**src/rtl/mist_spi_pkg.sv**
```systemverilog
// ============================================================================
// Module   : mist_spi_pkg
// Purpose  : Shared definitions for the MiST user_io SPI command master:
//            FSM state encoding and the user_io command opcodes.
// Revision : 1.0 - initial release
// ============================================================================
`default_nettype none

package mist_spi_pkg;

    // FSM state encoding (explicit width so the states stay stable across builds).
    typedef logic [2:0] state_t;
    localparam logic [2:0] ST_IDLE  = 3'd0;
    localparam logic [2:0] ST_SETUP = 3'd1;
    localparam logic [2:0] ST_SHIFT = 3'd2;
    localparam logic [2:0] ST_GAP   = 3'd3;
    localparam logic [2:0] ST_HOLD  = 3'd4;

    // user_io command opcodes.
    localparam logic [7:0] UIO_STATUS     = 8'h00;
    localparam logic [7:0] UIO_BUT_SW     = 8'h01;
    localparam logic [7:0] UIO_JOYSTICK0  = 8'h02;
    localparam logic [7:0] UIO_JOYSTICK1  = 8'h03;
    localparam logic [7:0] UIO_MOUSE      = 8'h04;
    localparam logic [7:0] UIO_KEYBOARD   = 8'h05;
    localparam logic [7:0] UIO_KBD_OSD    = 8'h06;
    localparam logic [7:0] UIO_GET_STRING = 8'h14;
    localparam logic [7:0] UIO_SET_STATUS = 8'h15;
    localparam logic [7:0] UIO_GET_SDSTAT = 8'h16;

endpackage

`default_nettype wire

```
**src/rtl/mist_spi_clkgen.sv**
```systemverilog
// ============================================================================
// Module   : mist_spi_clkgen
// Purpose  : Half-period counter for the SPI master. Counts CLK_DIV cycles
//            while cnt_en_i is high and, while sck_en_i is high, toggles SCK
//            at each wrap and flags the cycle before each edge.
// Ports    : clk_sys, reset   - clock / async active-high reset
//            cnt_en_i         - run the half-period counter
//            sck_en_i         - allow SCK toggling (SCK forced low otherwise)
//            tick_o           - counter at its last count this cycle
//            sck_rise_o/fall_o- SCK will rise/fall at the next clock edge
//            sck_o            - registered SCK level
// Revision : 1.0 - initial release
// ============================================================================
`default_nettype none

module mist_spi_clkgen #(
    parameter int CLK_DIV = 4
) (
    input  logic clk_sys,
    input  logic reset,
    input  logic cnt_en_i,
    input  logic sck_en_i,
    output logic tick_o,
    output logic sck_rise_o,
    output logic sck_fall_o,
    output logic sck_o
);

    localparam int            CW      = (CLK_DIV > 1) ? $clog2(CLK_DIV) : 1;
    localparam logic [CW-1:0] CNT_MAX = CW'(CLK_DIV - 1);

    logic [CW-1:0] cnt_q, cnt_d;
    logic          sck_q, sck_d;

    assign tick_o     = cnt_en_i && (cnt_q == CNT_MAX);
    assign sck_rise_o = tick_o && sck_en_i && !sck_q;
    assign sck_fall_o = tick_o && sck_en_i &&  sck_q;
    assign sck_o      = sck_q;

    always_comb begin
        cnt_d = cnt_q;
        sck_d = sck_q;
        if (!cnt_en_i || tick_o) begin
            cnt_d = '0;
        end else begin
            cnt_d = cnt_q + CW'(1);
        end
        if (!sck_en_i) begin
            sck_d = 1'b0;
        end else if (tick_o) begin
            sck_d = !sck_q;
        end
    end

    always_ff @(posedge clk_sys or posedge reset) begin
        if (reset) begin
            cnt_q <= '0;
            sck_q <= 1'b0;
        end else begin
            cnt_q <= cnt_d;
            sck_q <= sck_d;
        end
    end

endmodule

`default_nettype wire

```
**src/rtl/mist_spi_cmd_master.sv**
```systemverilog
// ============================================================================
// Module   : mist_spi_cmd_master
// Purpose  : SPI initiator for the MiST user_io command protocol (IO
//            controller side). Sends one command byte followed by cmd_len
//            payload bytes, mode 0, MSB first; every byte shifted in from
//            the responder is returned on rx_data/rx_valid.
// Ports    : clk_sys, reset                 - clock / async active-high reset
//            cmd_valid/ready, cmd_byte/len  - frame request
//            tx_valid/ready, tx_data        - payload byte stream
//            rx_valid, rx_data, rx_cmd      - received bytes (rx_cmd marks
//                                             the command-byte slot)
//            busy                           - frame in progress
//            spi_ss_n/sck/mosi/miso         - SPI pins
// Config   : MIST_SPI_BYTE_GAP_EN - insert at least GAP_CYC idle cycles
//            (SCK low, SS low) between bytes of a frame.
// Revision : 1.0 - initial release
// ============================================================================
`default_nettype none

module mist_spi_cmd_master
    import mist_spi_pkg::*;
#(
    parameter int CLK_DIV = 4,
    parameter int GAP_CYC = 8
) (
    input  logic       clk_sys,
    input  logic       reset,
    input  logic       cmd_valid,
    output logic       cmd_ready,
    input  logic [7:0] cmd_byte,
    input  logic [7:0] cmd_len,
    input  logic       tx_valid,
    output logic       tx_ready,
    input  logic [7:0] tx_data,
    output logic       rx_valid,
    output logic [7:0] rx_data,
    output logic       rx_cmd,
    output logic       busy,
    output logic       spi_ss_n,
    output logic       spi_sck,
    output logic       spi_mosi,
    input  logic       spi_miso
);

    generate
        if (CLK_DIV < 2 || GAP_CYC < 1) begin : g_param_check
            $error("mist_spi_cmd_master: CLK_DIV must be >= 2 and GAP_CYC >= 1");
        end
    endgenerate

    state_t     state_q, state_d;
    logic [7:0] remaining_q, remaining_d;
    logic [7:0] tx_sh_q, tx_sh_d;
    logic [7:0] rx_sh_q, rx_sh_d;
    logic [2:0] bit_cnt_q, bit_cnt_d;
    logic [7:0] rx_data_q, rx_data_d;
    logic       rx_valid_q, rx_valid_d;
    logic       rx_cmd_q, rx_cmd_d;
    logic       ss_n_q, ss_n_d;
    logic       first_q, first_d;       // current byte is the command slot
    logic       tx_ready_d;

`ifdef MIST_SPI_BYTE_GAP_EN
    localparam int            GW       = (GAP_CYC > 1) ? $clog2(GAP_CYC + 1) : 1;
    localparam logic [GW-1:0] GAP_LAST = GW'(GAP_CYC - 1);
    logic [GW-1:0] gap_cnt_q, gap_cnt_d;
`endif

    logic w_tick, w_rise, w_fall, w_sck;
    logic w_cnt_en, w_sck_en;

    assign w_cnt_en = (state_q == ST_SETUP) || (state_q == ST_SHIFT) || (state_q == ST_HOLD);
    assign w_sck_en = (state_q == ST_SHIFT);

    mist_spi_clkgen #(
        .CLK_DIV (CLK_DIV)
    ) u_clkgen (
        .clk_sys    (clk_sys),
        .reset      (reset),
        .cnt_en_i   (w_cnt_en),
        .sck_en_i   (w_sck_en),
        .tick_o     (w_tick),
        .sck_rise_o (w_rise),
        .sck_fall_o (w_fall),
        .sck_o      (w_sck)
    );

    always_comb begin
        state_d     = state_q;
        remaining_d = remaining_q;
        tx_sh_d     = tx_sh_q;
        rx_sh_d     = rx_sh_q;
        bit_cnt_d   = bit_cnt_q;
        rx_data_d   = rx_data_q;
        rx_valid_d  = 1'b0;
        rx_cmd_d    = 1'b0;
        ss_n_d      = ss_n_q;
        first_d     = first_q;
        tx_ready_d  = 1'b0;
`ifdef MIST_SPI_BYTE_GAP_EN
        gap_cnt_d   = gap_cnt_q;
`endif
        case (state_q)
            ST_IDLE: begin
                if (cmd_valid) begin
                    tx_sh_d     = cmd_byte;
                    remaining_d = cmd_len;
                    ss_n_d      = 1'b0;
                    first_d     = 1'b1;
                    bit_cnt_d   = 3'd0;
                    state_d     = ST_SETUP;
                end
            end
            ST_SETUP: begin
                if (w_tick) begin
                    state_d = ST_SHIFT;
                end
            end
            ST_SHIFT: begin
                if (w_rise) begin
                    rx_sh_d = {rx_sh_q[6:0], spi_miso};
                end
                if (w_fall) begin
                    // MOSI is tx_sh_q[7]; shifting on the fall presents the next bit.
                    tx_sh_d   = {tx_sh_q[6:0], 1'b0};
                    bit_cnt_d = bit_cnt_q + 3'd1;
                    if (bit_cnt_q == 3'd7) begin
                        rx_valid_d = 1'b1;
                        rx_data_d  = rx_sh_q;
                        rx_cmd_d   = first_q;
                        first_d    = 1'b0;
                        if (remaining_q == 8'd0) begin
                            ss_n_d  = 1'b1;
                            state_d = ST_HOLD;
                        end else begin
`ifdef MIST_SPI_BYTE_GAP_EN
                            gap_cnt_d = '0;
                            state_d   = ST_GAP;
`else
                            // Back-to-back: the next byte loads on this same fall.
                            if (tx_valid) begin
                                tx_ready_d  = 1'b1;
                                tx_sh_d     = tx_data;
                                remaining_d = remaining_q - 8'd1;
                            end else begin
                                state_d = ST_GAP;
                            end
`endif
                        end
                    end
                end
            end
            ST_GAP: begin
`ifdef MIST_SPI_BYTE_GAP_EN
                if (gap_cnt_q != GAP_LAST) begin
                    gap_cnt_d = gap_cnt_q + GW'(1);
                end else if (tx_valid) begin
                    tx_ready_d  = 1'b1;
                    tx_sh_d     = tx_data;
                    remaining_d = remaining_q - 8'd1;
                    state_d     = ST_SHIFT;
                end
`else
                if (tx_valid) begin
                    tx_ready_d  = 1'b1;
                    tx_sh_d     = tx_data;
                    remaining_d = remaining_q - 8'd1;
                    state_d     = ST_SHIFT;
                end
`endif
            end
            ST_HOLD: begin
                if (w_tick) begin
                    state_d = ST_IDLE;
                end
            end
            default: begin
                state_d = ST_IDLE;
                ss_n_d  = 1'b1;
            end
        endcase
    end

    always_ff @(posedge clk_sys or posedge reset) begin
        if (reset) begin
            state_q     <= ST_IDLE;
            remaining_q <= 8'd0;
            tx_sh_q     <= 8'd0;
            rx_sh_q     <= 8'd0;
            bit_cnt_q   <= 3'd0;
            rx_data_q   <= 8'd0;
            rx_valid_q  <= 1'b0;
            rx_cmd_q    <= 1'b0;
            ss_n_q      <= 1'b1;
            first_q     <= 1'b0;
`ifdef MIST_SPI_BYTE_GAP_EN
            gap_cnt_q   <= '0;
`endif
        end else begin
            state_q     <= state_d;
            remaining_q <= remaining_d;
            tx_sh_q     <= tx_sh_d;
            rx_sh_q     <= rx_sh_d;
            bit_cnt_q   <= bit_cnt_d;
            rx_data_q   <= rx_data_d;
            rx_valid_q  <= rx_valid_d;
            rx_cmd_q    <= rx_cmd_d;
            ss_n_q      <= ss_n_d;
            first_q     <= first_d;
`ifdef MIST_SPI_BYTE_GAP_EN
            gap_cnt_q   <= gap_cnt_d;
`endif
        end
    end

    // cmd_ready is gated by reset so it reads 0 while reset is held.
    assign cmd_ready = (state_q == ST_IDLE) && !reset;
    assign tx_ready  = tx_ready_d;
    assign rx_valid  = rx_valid_q;
    assign rx_data   = rx_data_q;
    assign rx_cmd    = rx_cmd_q;
    assign busy      = (state_q != ST_IDLE);
    assign spi_ss_n  = ss_n_q;
    assign spi_sck   = w_sck;
    assign spi_mosi  = tx_sh_q[7];

endmodule

`default_nettype wire

```
**config.mk**
```make
export PLATFORM = sky130hd
export DESIGN_NAME = mist_spi_cmd_master
export DESIGN_NICKNAME = d
export VERILOG_FILES = /design/src/rtl/mist_spi_pkg.sv /design/src/rtl/mist_spi_clkgen.sv /design/src/rtl/mist_spi_cmd_master.sv
export SDC_FILE = /design/constraint.sdc
export NUM_CORES = 1
export LEC_CHECK = 0
export ABC_AREA = 1
export ABC_CLOCK_PERIOD_IN_PS = 5250
export CORE_AREA = 2 2 97 99
export CTS_CLUSTER_DIAMETER = 120
export CTS_CLUSTER_SIZE = 12
export DETAILED_ROUTE_END_ITERATION = 16
export DIE_AREA = 0 0 99 101
export RECOVER_POWER = 100
export SETUP_SLACK_MARGIN = 0.5
export SYNTH_ARGS = -nofsm -noshare
export SYNTH_HDL_FRONTEND = slang
export SYNTH_HIERARCHICAL = 1
export SYNTH_SLANG_ARGS = --single-unit
export TNS_END_PERCENT = 50
```
**constraint.sdc**
```tcl
create_clock -name clk_sys -period 5.25 [get_ports clk_sys]
set_input_delay 1.3125 -clock clk_sys [delete_from_list [all_inputs] [get_ports clk_sys]]
set_output_delay 1.3125 -clock clk_sys [all_outputs]
set_load 0.005 [all_outputs]
```
==> impl_metrics.py <==
metrics = {
    "pwr": {
        "powerDensity_nw_per_um2": 495,
        "vdd_ir_drop_max_v": 0.000151,
        "seqPwrFrac_pct": 35.2,
        "p_int_mw": 0.834,
        "p_sw_share_pct": 45.3,
        "clkPwrFrac_pct": 15.2,
        "pwr-share-comb_pct": 49.6,
        "power_leakage_nw": 1.55,
        "power_mw": 1.52,
        "switching_power_mw": 0.689,
    },
    "flow_run": {
        "cap_violations": 1,
    },
    "floorplanning": {
        "dieArea_sq_um": 10000,
        "fp.dieH_microns": 101,
        "fp-row-count": 35,
        "start_util_pct": 27.5,
        "io-pin-count": 45,
        "dieWidth_microns": 99,
        "core_sq_um": 8980,
    },
    "final_layout": {
        "fillers": 947,
        "area_growth_pct": 24.6,
        "nets": 410,
        "drive_above_1_share_pct": 5.56,
        "post-route-util_pct": 34.3,
        "insertedDiodeCount": 0,
        "final_area_sq_um": 3080,
    },
    "critical_path": {
        "slowest_delay_ns": 0.61,
        "crit_top_cell": "nand2_1",
        "crit_path_cell_trace": "inv_1 -> nand2_1 -> nand3_1 -> nand2_1 -> nand2_1 -> nor3_1 -> nand2_1 -> nor2_1 -> nand3_1 -> o21ai_0 -> dlygate4sd3_1",
        "crit_arrival_ns": 3.19,
        "cp_top_family": "simple AND/OR/NAND/NOR gates",
        "cp.required_ns": 3.94,
        "start_kind": "flop",
        "slowest_stage": "dfrtp_1",
        "r2r_setup_slack_ns": 2.06,
        "cp-end-kind": "primary output",
        "path_buf_inv": 2,
        "crit_type": "reg2out",
        "worstPathMaxFanout": 12,
    },
    "timing": {
        "setup_viol": 0,
        "slew_headroom_pct": -56.1,
        "tns_ns": 0,
        "worst_pin_slew_ns": 2.34,
        "fin_crit_sh_pct": 85.7,
        "rsz0062_at_grt": "false",
        "fmax_mhz": 222,
        "hold_viol_final": 0,
        "slew_viol_final": 43,
        "worst_clock_skew_ns": 0.0166,
        "finalCriticalPeriod_ns": 4.50,
    },
    "route": {
        "wl_per_cell_microns": 12.3,
        "vias_per_cell": 4.58,
        "drc": 0,
        "firstDrtPassIters": 4,
        "wirelength_mm": 6.01,
        "vias": 2238,
        "drt_iter0_drc": 152,
        "drt.antenna.violating_nets": 0,
    },
    "synthesis": {
        "synth_seq_area_share_pct": 45.7,
        "ys_warn_count": 6,
        "dominantRegCellSynth": "dfrtp_1",
        "netlist_instances": 331,
        "yosysMostFrequentCell": "nand2_1",
        "synth-seq-cells": 45,
        "synth_nets": 364,
        "synthTopCellsByCount": "nand2_1, dfrtp_1, inv_1, o21ai_0",
        "synth_area_sq_um": 2470,
        "synth_cell_type_count": 32,
        "async_flop_share_pct": 100,
        "synth_area_leaders": "dfrtp_1, nand2_1, o21ai_0",
        "synth_edf_count": 0,
        "synth_top_area_share_pct": 44.6,
        "synth_top_cell_by_area": "dfrtp_1",
        "synth_area_per_cell_sq_um": 7.46,
    },
    "clock_network": {
        "cts_resized": 0,
        "cts_hold_buf": 0,
        "post_cts_buffers": 0,
        "path_clk_slew_ns": 0.10,
        "clk_latency_ns": 0.30,
        "htree_levels": 2,
        "ctsLongestPathBuffers": 2,
        "cts_root_buffer": "clkbuf_8",
        "tritoncts": "built",
        "cts_inserted_buffers": 5,
        "cts.sinks": 45,
    },
    "global_routing": {
        "grt_pass1_vias": 2197,
        "globalRouteMet3Util_pct": 4.16,
        "grt_pass1_wl_mm": 10.0,
        "grtUsageTotal_pct": 12.2,
        "antenna_found_initial": 0,
        "grtUsageMet1_pct": 15.5,
        "grt_start_max_net_pins": 43,
        "met2_usage_pct": 20.0,
        "grt_remaining_overflow": 0,
        "grt_busiest_layer": "met2",
    },
    "placement": {
        "io_buffer_count": 44,
        "place_area_sq_um": 3030,
        "gp_congestion": 0.847,
        "post-dp-hpwl_mm": 4.40,
    },
    "run_status": {
        "status": "finished with violations",
        "violations": "max-capacitance violations, max-slew violations",
    },
    "hold_path": {
        "min_path_type": "reg2reg",
    },
}
power groups by stage:
| stage | sequential [mW] | combinational (mW) | clock [mW] |
|---|---|---|---|
| 2_1_floorplan | 0.515 | 0.628 | 0 |
| 3_3_place_gp | 0.538 | 0.802 | 0 |
| 3_5_place_dp | 0.541 | 0.816 | 0 |
| 4_1_cts | 0.537 | 0.818 | 0.242 |
| 5_1_grt | 0.547 | 0.875 | 0.255 |
| 6_report | 0.536 | 0.755 | 0.232 |
final cells by class:
class                           instances  area (sq um)  share of cell area (%)
Multi-Input combinational cell        241          1110                    36.2
Tap cell                              111           139                    4.51
Clock buffer                            6          82.6                    2.68
Timing Repair Buffer                   45           444                    14.4
Sequential cell                        45          1130                    36.6
Clock inverter                          2          16.3                   0.529
Inverter                               39           153                    4.96
worst paths after layout:
check / start / end / cells after the start
max: state_q[0]$_DFFE_PP0P_ / tx_ready / 11
min: u_clkgen/cnt_q[0]$_DFF_PP0_ / u_clkgen/cnt_q[0]$_DFF_PP0_ / 1
max reg2reg: state_q[0]$_DFFE_PP0P_ / tx_sh_q[1]$_DFFE_PP0P_ / 13
min reg2reg: u_clkgen/cnt_q[0]$_DFF_PP0_ / u_clkgen/cnt_q[0]$_DFF_PP0_ / 1
max in group asynchronous: reset / remaining_q[7]$_DFFE_PP0P_ / 3
min in group asynchronous: reset / u_clkgen/sck_o$_DFFE_PP0P_ / 2
routing by layer:
metal | vias up | part of all wire [%] | wire length [microns]
met2 | 44 | 46 | 2780
met1 | 1045 | 46 | 2770
met5 | - | 0 | 0
li1 | 1140 | - | -
met3 | 9 | 6.4 | 386
met4 | 0 | 1.2 | 70
flip-flops by register name, summed over array words and instances (netlist names):
| register | cells |
|---|---|
| rx_cmd | 1 |
| u_clkgen/sck_o | 1 |
| remaining_q | 8 |
| rx_data | 8 |
| first_q | 1 |
| bit_cnt_q | 3 |
| rx_sh_q | 8 |
| tx_sh_q | 8 |
| spi_ss_n | 1 |
| state_q | 3 |
| u_clkgen/cnt_q | 2 |
| rx_valid | 1 |
cell usage in the layout, fill, tap and decap left out, types with 2 or more instances in the layout:
cell type	n
nand4_1	4
nor3_1	3
ha_1	4
nand3_1	27
nand2_1	113
nand2_2	2
dlygate4sd3_1	16
nor2_1	30
nand2_4	2
xor2_1	2
inv_4	2
clkdlybuf4s50_1	28
inv_1	35
a21oi_1	12
nor2_2	2
dfrtp_1	44
clkbuf_8	6
o21ai_0	30
cells by family (layout without fill, tap and decap cells):
logic type,count (synthesis),count (layout),share of synthesized area [%]
simple gates,188,188,34.4
compound gates,46,46,9.58
flops,45,45,45.7
buf+inv,45,92,7.30
fa+ha+maj,4,4,2.03
xor+xnor,3,3,1.06
stage by stage:
stage          hold WS (ns)  cells  setup WS (ns)
3_5_place_dp          0.437    481           1.13
4_1_cts               0.448    489          0.883
5_1_grt               0.470    489          0.398
2_1_floorplan         0.413    331           2.11
3_3_place_gp          0.424    481           1.12
6_report              0.438    489          0.750
Note: power is estimated with default switching activity, not from simulation.
